### config.mk
export PLATFORM = sky130hd
export DESIGN_NAME = fetch_ctrl
export DESIGN_NICKNAME = d
export VERILOG_FILES = /design/src/rtl/fetch_pkg.sv /design/src/rtl/fetch_ctrl.sv
export SDC_FILE = /design/constraint.sdc
export NUM_CORES = 1
export LEC_CHECK = 0
export CAP_MARGIN = 20
export CORE_ASPECT_RATIO = 1.5
export CORE_MARGIN = 2
export CORE_UTILIZATION = 40
export CTS_CLUSTER_SIZE = 40
export DETAILED_ROUTE_END_ITERATION = 8
export PLACE_DENSITY_LB_ADDON = 0.1
export SYNTH_ARGS = -nofsm -noshare
export SYNTH_HDL_FRONTEND = slang
export SYNTH_SLANG_ARGS = --single-unit
### constraint.sdc
create_clock -name clk -period 5.16 [get_ports clk]
set_input_delay 0.774 -clock clk [delete_from_list [all_inputs] [get_ports clk]]
set_output_delay 0.774 -clock clk [all_outputs]
set_load 0.01 [all_outputs]
### src/rtl/fetch_pkg.sv
// Shared types and constants for the instruction-fetch controller.
package fetch_pkg;

    localparam int unsigned XLEN = 32;

    localparam logic [XLEN-1:0] NOP_INSTR = 32'h0000_0013;
    localparam logic [XLEN-1:0] PC_INCR   = 32'd4;

    typedef enum logic [2:0] {
        S_IDLE  = 3'd0,
        S_REQ   = 3'd1,
        S_WAIT  = 3'd2,
        S_HOLD  = 3'd3,
        S_FAULT = 3'd4
    } fetch_state_t;

    // A target is fetchable only if it is word aligned.
    function automatic logic is_misaligned(input logic [XLEN-1:0] addr);
        return addr[1:0] != 2'b00;
    endfunction

endpackage

### src/rtl/fetch_ctrl.sv
// Instruction-fetch controller: owns the PC, fetches over a req/gnt/rvalid
// port, holds the instruction for decode and faults on a misaligned next PC.
module fetch_ctrl
    import fetch_pkg::*;
#(
    parameter logic [XLEN-1:0] RESET_PC = 32'h0000_0000
) (
    input  logic            clk,
    input  logic            rst,
    output logic            imem_req,
    output logic [XLEN-1:0] imem_addr,
    input  logic            imem_gnt,
    input  logic            imem_rvalid,
    input  logic [XLEN-1:0] imem_rdata,
    output logic [XLEN-1:0] instr,
    output logic            instr_valid,
    output logic [XLEN-1:0] pc,
    output logic [XLEN-1:0] pc_plus4,
    input  logic [XLEN-1:0] pc_next,
    input  logic            core_ready,
    output logic            fault,
    output logic [XLEN-1:0] fault_pc,
    output logic [XLEN-1:0] instret
);

    fetch_state_t state;

    // Address is the PC itself, so it cannot move while a request is pending.
    assign imem_addr = pc;
    assign pc_plus4  = pc + PC_INCR;

    // FSM with registered handshake outputs; each output is set on entry to its state.
    always_ff @(posedge clk or posedge rst) begin
        if (rst) begin
            state       <= S_IDLE;
            pc          <= RESET_PC;
            instr       <= NOP_INSTR;
            imem_req    <= 1'b0;
            instr_valid <= 1'b0;
            fault       <= 1'b0;
            fault_pc    <= '0;
            instret     <= '0;
        end else begin
            case (state)
                S_IDLE: begin
                    state    <= S_REQ;
                    imem_req <= 1'b1;
                end
                S_REQ: begin
                    if (imem_gnt) begin
                        state    <= S_WAIT;
                        imem_req <= 1'b0;
                    end
                end
                S_WAIT: begin
                    if (imem_rvalid) begin
                        state       <= S_HOLD;
                        instr       <= imem_rdata;
                        instr_valid <= 1'b1;
                    end
                end
                S_HOLD: begin
                    if (core_ready) begin
                        instret     <= instret + XLEN'(1);
                        instr_valid <= 1'b0;
                        if (is_misaligned(pc_next)) begin
                            state    <= S_FAULT;
                            fault    <= 1'b1;
                            fault_pc <= pc_next;
                        end else begin
                            state    <= S_REQ;
                            pc       <= pc_next;
                            imem_req <= 1'b1;
                        end
                    end
                end
                S_FAULT: begin
                    imem_req    <= 1'b0;
                    instr_valid <= 1'b0;
                end
                default: begin
                    state       <= S_IDLE;
                    imem_req    <= 1'b0;
                    instr_valid <= 1'b0;
                end
            endcase
        end
    end

endmodule

## Word-level counts from Yosys, hierarchy flattened

Index checks and enable logic that the tools add are counted.
Widths: inputs -> output; s select.

- Bits in registers: 134
- Logic and storage cells: 44

- $add $sub $neg: 2
- Equal/unequal tests: 8
- Mux-type cells: 12
- Bitwise gates (word level): 4
- Reductions and logical operators: 10

Operator list:

| kind | count |
|---|---|
| $add 32x1->32 const B | 1 |
| $add 32x3->32 const B | 1 |
| $pmux 3 s5 | 1 |
| $mux 3 | 4 |
| $reduce_and 3->1 | 3 |
| $ne 2x2->1 const B | 4 |
| $reduce_and 4->1 | 2 |
| $eq 3x2->1 const B | 2 |
| $mux 1 | 5 |
| $not 1->1 | 4 |
| $pmux 1 s4 | 1 |
| $reduce_and 2->1 | 2 |
| $eq 3x1->1 const B | 1 |
| $eq 3x3->1 const B | 1 |
| $logic_not 3->1 | 1 |
| $pmux 1 s3 | 1 |
| $reduce_bool 2->1 | 1 |
| $reduce_or 2->1 | 1 |

## Depth between registers and ports, before layout

Gate-level depths: netlist (run 1).

- Depth in word-level cells: 4
- Depth in mapped cells: 6

## Worst setup path before layout (run 1)

OpenSTA, ideal clock, no wires.

- Kind: register to output
- Start: register pc[2] (netlist: imem_addr[2])
- End: output pc_plus4[28]
- Arrival time: 1.661 ns
- Setup slack: 2.725 ns
- Cell stages (with the launch flop): 7
- Path through: dfrtp_1 -> ha_1 -> and4_1 -> and3_1 -> clkbuf_1 -> nand4_1 -> xnor2_1

- Word-level cells in the longest chain between the ends: 1

Ends and longest elaborated chain:

| element | line | RTL |
|---|---|---|
| start: declaration | fetch_ctrl.sv:17 | `output logic [XLEN-1:0] pc,` |
| start signal: assignment | fetch_ctrl.sv:72 | `pc <= pc_next;` |
| $add 32x3->32 | fetch_ctrl.sv:30 | `assign pc_plus4 = pc + PC_INCR;` |
| end: declaration | fetch_ctrl.sv:18 | `output logic [XLEN-1:0] pc_plus4,` |

No other way between the ends.

## Final worst setup path (run 1)

- Start: register pc[14] (netlist: imem_addr[14])
- End: output pc_plus4[28]

The elaborated chain is that of the path after synthesis.

==> results of run 1 <==
-- layout by cell type (no fill, tap or decap), types with 2 or more instances in the layout --
cell type and instances:
clkbuf_16 17, a21o_1 2, clkinv_4 4, nor2_1 8, and4b_1 2, xor2_1 13
nand2_1 28, clkbuf_1 3, nand4_1 20, ha_1 2, a21oi_1 5, dfrtp_1 131
xnor2_1 46, inv_1 2, nand3_1 25, and3_1 10, mux2_2 87, bufinv_16 7
and2_1 7, nor3_1 5, dfstp_2 3, clkdlybuf4s50_1 263, nor4_4 2, mux2_1 5
and4_1 11
-- metal layers --
layer / vias to the layer above / routed length, um
met5: - / 0
met4: 0 / 263
met3: 22 / 1200
met2: 203 / 8550
met1: 2278 / 6050
li1: 2116 / -
-- critical path, delay by kind of cell, from the launching register on --
family	cells	cell delay [ns]
buffers and inverters	1	0.56
flip-flops	1	0.51
XOR/XNOR	1	0.19
AND/OR/NAND/NOR	3	1.01
-- where the power goes --
group,internal (uW),switching (uW)
clock network,959,450
registers,1470,437
logic,1520,865
-- through the flow --
step / hold slack (ns) / worst slack [ns] / instances
2_1_floorplan: 0.507 / 0.808 / 482
3_3_place_gp: 0.456 / 2.21 / 894
3_5_place_dp: 0.459 / 2.13 / 894
4_1_cts: 0.475 / 1.69 / 926
5_1_grt: 0.488 / 1.49 / 926
6_report: 0.476 / 1.71 / 926
-- worst max path at each step --
| stage | from | endpoint | slack [ns] |
|---|---|---|---|
| floorplan | rst | fault$_DFFE_PP0P_ | 0.81 |
| global placement | imem_addr[14]$_DFFE_PP0P_ | pc_plus4[28] | 2.21 |
| detailed placement | imem_addr[14]$_DFFE_PP0P_ | pc_plus4[28] | 2.13 |
| CTS | imem_addr[14]$_DFFE_PP0P_ | pc_plus4[28] | 1.69 |
| global route | imem_addr[14]$_DFFE_PP0P_ | pc_plus4[28] | 1.49 |
| finish | imem_addr[14]$_DFFE_PP0P_ | pc_plus4[28] | 1.71 |
-- final cells by class --
cell class	instances	area, sq um
fill	1217	5650
sequential	134	3360
timing repair buffer	265	2660
multi-input combinational	293	2450
clock buffer	20	437
clock inverter	12	253
tap	199	249
inverter	3	13.8
-- cells by family after synthesis --
| kind of cell | synth area share |
|---|---|
| AO/OA/AOI/OAI | 0.00997 |
| XOR/XNOR | 0.0841 |
| adder cells (fa/ha/maj) | 0.00407 |
| buffers and inverters | 0.0590 |
| flip-flops | 0.546 |
| multiplexers | 0.169 |
| AND/OR/NAND/NOR | 0.128 |
-- state kept, by name, indices dropped and copies added, names as in the netlist --
| name | count |
|---|---|
| imem_addr | 32 |
| state | 3 |
| fault_pc | 32 |
| instret | 32 |
| fault | 1 |
| imem_req | 1 |
| instr_valid | 1 |
| instr | 32 |
==> flow_summary.yaml, run 1 <==
setup_path:
  r2r_start: "state[2]$_DFFE_PP0P_"
  crit_path_frequent_cell: "nand4_1"
  start_kind: "flip-flop"
  cp_max_fo: 9
  worstSetupEndpointType: "output pin"
  critical_path_class: "reg2out"
  ff2ff_path_depth: 4
  path_cells: "nand4_1 -> nor4_4 -> nand4_1 -> xnor2_1 -> clkdlybuf4s50_1"
  critPathArrivalTime_ns: 2.67
  r2r-end: "instret[23]$_DFFE_PP0P_"
  r2r_slack_ns: 2.90
  slowest_stage: "clkdlybuf4s50_1"
  critPathMaxStageDelay_ns: 0.56
  crit_required_ns: 4.39
timing:
  fmaxAchievable_ghz: 0.290
  setup_violations: 0
  tightest_slew_ns: 1.06
  period_needed_ns: 3.45
  hold_viol_final: 0
  fin_skew_ns: 0.00934
  slew_headroom: 0.290
  period_share: 0.668
  slew_viol_final: 0
  rsz0062_at_grt: "no"
  fin_setup_tns_ns: 0
die:
  core_area_sq_mm: 0.0151
  std_cell_rows: 55
  io_pins: 264
  fp.dieArea_sq_mm: 0.0164
  die_h_um: 156
  start_util: 0.408
  die_w_um: 105
finish:
  fin_util: 0.625
  drive_above_1_share: 0.180
  area_growth_pct: 53.2
  fin_area_sq_mm: 0.00942
  antenna_cells: 0
  nets: 785
global_route:
  met1_usage: 0.227
  grtUsageMet3: 0.0606
  grt_max_degree: 69
  grt-busiest-layer: "met2"
  grt_first_pass_wirelength_um: 26000
  globalRouteOverflowTotal: 0
  grt_pass1_vias: 4772
  grt_antenna_before_repair: 0
  grtUsageMet2: 0.360
  grt_usage: 0.201
synth:
  synth_area_per_cell_sq_um: 12.8
  synth_fp_nets: 553
  synth_area_leader_cell: "dfrtp_1"
  synth_area_sq_mm: 0.00615
  synthArstFlopShare: 1.00
  yosysSeqAreaShare: 0.546
  yosysUniqueCellTypes: 39
  ys_ff_latch: 134
  syn_inst: 482
  yosys_warnings: 0
  yosysMostFrequentCell: "dfrtp_1"
  synth_common_cells: "131 x dfrtp_1, 87 x mux2_2, 46 x xnor2_1, 36 x buf_4, 28 x nand2_1"
  synth-edff-count: 0
  synth_top_area_frac: 0.533
  ys_top_cells_by_area: "dfrtp_1 53%, mux2_2 16%, xnor2_1 6.6%, buf_4 4.4%, nand3_1 2.0%"
  synth_ff_type: "dfrtp_1"
run_status:
  status: "finished, final reports clean"
cts:
  clkSlewWorstSetupHoldPaths_ns: 0.06
  postCtsSetupRepairBufs: 0
  cts_resized: 0
  cts_root_buffer: "clkbuf_16"
  htreeDepth: 4
  clkSinkCount: 134
  cts_buffer_depth: 2
  cts_tree: "built"
  numCtsBuffers: 17
  cts.hold.buffers_added: 0
  clkLatencyLatePin_ns: 0.41
placed_design:
  io_buffers: 263
  globalplace.congestion: 0.844
  place_hpwl_um: 12000
  placed_area_sq_mm: 0.00873
worst_hold_path:
  hp-class: "reg2reg"
  hold_depth: 1
  min_from: "fault$_DFFE_PP0P_"
  hold_path_end: "fault$_DFFE_PP0P_"
pwr:
  p_total_uw: 5700
  power_density_mw_per_mm2: 605
  ir_worst_vdd_v: 0.000351
  p_leak_uw: 0.00393
detailed_routing:
  via_count: 4619
  drtPass1Iterations: 5
  ant_nets: 0
  drc: 0
  wire_per_inst_um: 17.3
  totalWireLength_um: 16100
  drt_iter0_drc: 159
  drt-vias-per-instance: 4.99
job:
  cap_violations: 0
Power figures use the tool's default switching activity.
==> run 2, diff against run 1 <==
--- a/config.mk
+++ b/config.mk
@@ -8,7 +8,7 @@
 export CAP_MARGIN = 20
 export CORE_ASPECT_RATIO = 1.5
 export CORE_MARGIN = 2
-export CORE_UTILIZATION = 40
+export CORE_UTILIZATION = 39
 export CTS_CLUSTER_SIZE = 40
 export DETAILED_ROUTE_END_ITERATION = 8
 export PLACE_DENSITY_LB_ADDON = 0.1
==> constraint.sdc (replaced) <==
create_clock -name clk -period 3.1 [get_ports clk]
set_input_delay 0.465 -clock clk [delete_from_list [all_inputs] [get_ports clk]]
set_output_delay 0.465 -clock clk [all_outputs]
set_load 0.01 [all_outputs]
==> flow_summary.yaml, run 2 (synthesis gave the netlist of run 1 again) <==
cts:
  cts.hold.buffers_added: 0
  clkLatencyLatePin_ns: 0.41
  numCtsBuffers: 17
  cts_buffer_depth: 2
  cts_root_buffer: "clkbuf_16"
  clkSlewWorstSetupHoldPaths_ns: 0.06
  clkSinkCount: 134
  cts_tree: "built"
  htreeDepth: 4
timing:
  hold_viol_final: 0
  fin_setup_tns_ns: 0
  fmaxAchievable_ghz: 0.340
  slew_headroom: 0.584
  setup_violations: 0
  tightest_slew_ns: 0.619
  rsz0062_at_grt: "no"
  fin_skew_ns: 0.0115
  slew_viol_final: 0
  period_needed_ns: 2.94
  period_share: 0.949
global_route:
  grt_pass1_vias: 4686
  grt_antenna_before_repair: 0
  globalRouteOverflowTotal: 0
  grt_first_pass_wirelength_um: 25000
  grt_max_degree: 107
  grt_usage: 0.193
detailed_routing:
  drc: 0
  via_count: 4597
  ant_nets: 0
  wire_per_inst_um: 17.1
  totalWireLength_um: 16100
  drt-vias-per-instance: 4.89
  drt_iter0_drc: 154
  drtPass1Iterations: 4
die:
  die_w_um: 107
  io_pins: 264
  die_h_um: 158
  fp.dieArea_sq_mm: 0.0168
  start_util: 0.395
  std_cell_rows: 56
  core_area_sq_mm: 0.0156
setup_path:
  cp_max_fo: 8
  cpLargestDelayFamily: "simple AND/OR/NAND/NOR gates"
  path_cells: "and4_1 -> and4_1 -> nand4_1 -> xnor2_1 -> clkdlybuf4s50_1"
  crit_buf_inv: 1
  crit_required_ns: 2.63
  crit_path_frequent_cell: "and4_1"
  startpoint: "imem_addr[7]$_DFFE_PP0P_"
  worstSetupEndpointType: "output pin"
  critPathMaxStageDelay_ns: 0.55
  critical_path_class: "reg2out"
  critPathArrivalTime_ns: 2.48
  slowest_stage: "clkdlybuf4s50_1"
  start_kind: "flip-flop"
  r2r_start: "state[0]$_DFFE_PP0P_"
pwr:
  power_density_mw_per_mm2: 961
  p_total_uw: 8990
  ir_worst_vdd_v: 0.000455
  p_leak_uw: 0.00390
finish:
  fin_area_sq_mm: 0.00935
  nets: 795
  antenna_cells: 0
  layout_commonest_cell: "clkdlybuf4s50_1"
  nFillCells: 1323
  layout_common_cells: "263 x clkdlybuf4s50_1, 131 x dfrtp_1, 87 x mux2_2"
  area_growth_pct: 52.1
  drive_above_1_share: 0.195
job:
  cap_violations: 0
placed_design:
  placed_area_sq_mm: 0.00880
  globalplace.congestion: 0.834
  io_buffers: 263
  place_hpwl_um: 12100
run_status:
  status: "finished, final reports clean"
worst_hold_path:
  min_from: "instret[31]$_DFFE_PP0P_"
  hp-class: "reg2reg"
-- run 2: cell types whose count changed in the layout (fill, tap and decap cells not counted), sizes merged --
| cell | previous run | this run |
|---|---|---|
| inv | 3 | 6 |
| buf | 2 | 12 |
| clkinvlp | 1 | 6 |
| clkbuf | 20 | 19 |
| bufinv | 7 | 0 |
-- run 2: final cells by class --
class                   count  area, sq um  share of cell area
multi-input cells         293         2450               0.262
clock inverters            13         96.3              0.0103
well taps                 203          254              0.0272
clock buffers              19          443              0.0474
repair buffers            275         2740               0.293
inverters                   3         15.0             0.00161
flip-flops and latches    134         3360               0.359
-- run 2: through the flow --
stage / hold WS [ns] / cells / utilization / setup WS [ns]
after floorplan: 0.507 / 482 / - / 0.972
after global placement: 0.454 / 907 / 0.566 / 0.507
after detailed placement: 0.461 / 907 / 0.566 / 0.413
after CTS: 0.478 / 939 / 0.600 / 0.0151
after global routing: 0.516 / 940 / 0.601 / 0.00330
final: 0.480 / 940 / 0.601 / 0.158
-- run 2: timing repair --
action                     4_1_cts  5_1_grt
setup endpoints to repair        1        4
resized for setup                0        1
hold endpoints to repair         0        0
buffers inserted                 0        1
pin swaps                        1        1
-- run 2: final timing paths --
check	end	slack, ns	depth (start not counted)
hold / removal	instret[31]$_DFFE_PP0P_	0.48	1
setup / recovery	pc_plus4[31]	0.16	5
max in group asynchronous	instret[1]$_DFFE_PP0P_	2.09	3
hold reg to reg	instret[31]$_DFFE_PP0P_	0.48	1
min in group asynchronous	instr[24]$_DFFE_PP0P_	0.53	3
setup reg to reg	instret[30]$_DFFE_PP0P_	1.21	4
-- run 2: per-layer routing --
metal  track usage  share of wire  vias to the layer above
met5             0              0                        -
met4        0.0680          0.016                        0
met3        0.0642          0.077                       17
met2         0.353           0.53                      191
met1         0.207           0.37                     2248
li1              -              -                     2141
-- run 2: power by group --
part           leakage, uW  switching [uW]  internal [uW]
registers          0.00168             662           2440
logic              0.00196            1490           2570
clock network     0.000253             772           1050
==> run 3, diff against run 2 <==
--- a/config.mk
+++ b/config.mk
@@ -12,6 +12,7 @@
 export CTS_CLUSTER_SIZE = 40
 export DETAILED_ROUTE_END_ITERATION = 8
 export PLACE_DENSITY_LB_ADDON = 0.1
+export SLEW_MARGIN = 20
 export SYNTH_ARGS = -nofsm -noshare
 export SYNTH_HDL_FRONTEND = slang
 export SYNTH_SLANG_ARGS = --single-unit
==> results of run 3 <==
The final DEF is identical to that of run 2; final timing and power are the same.
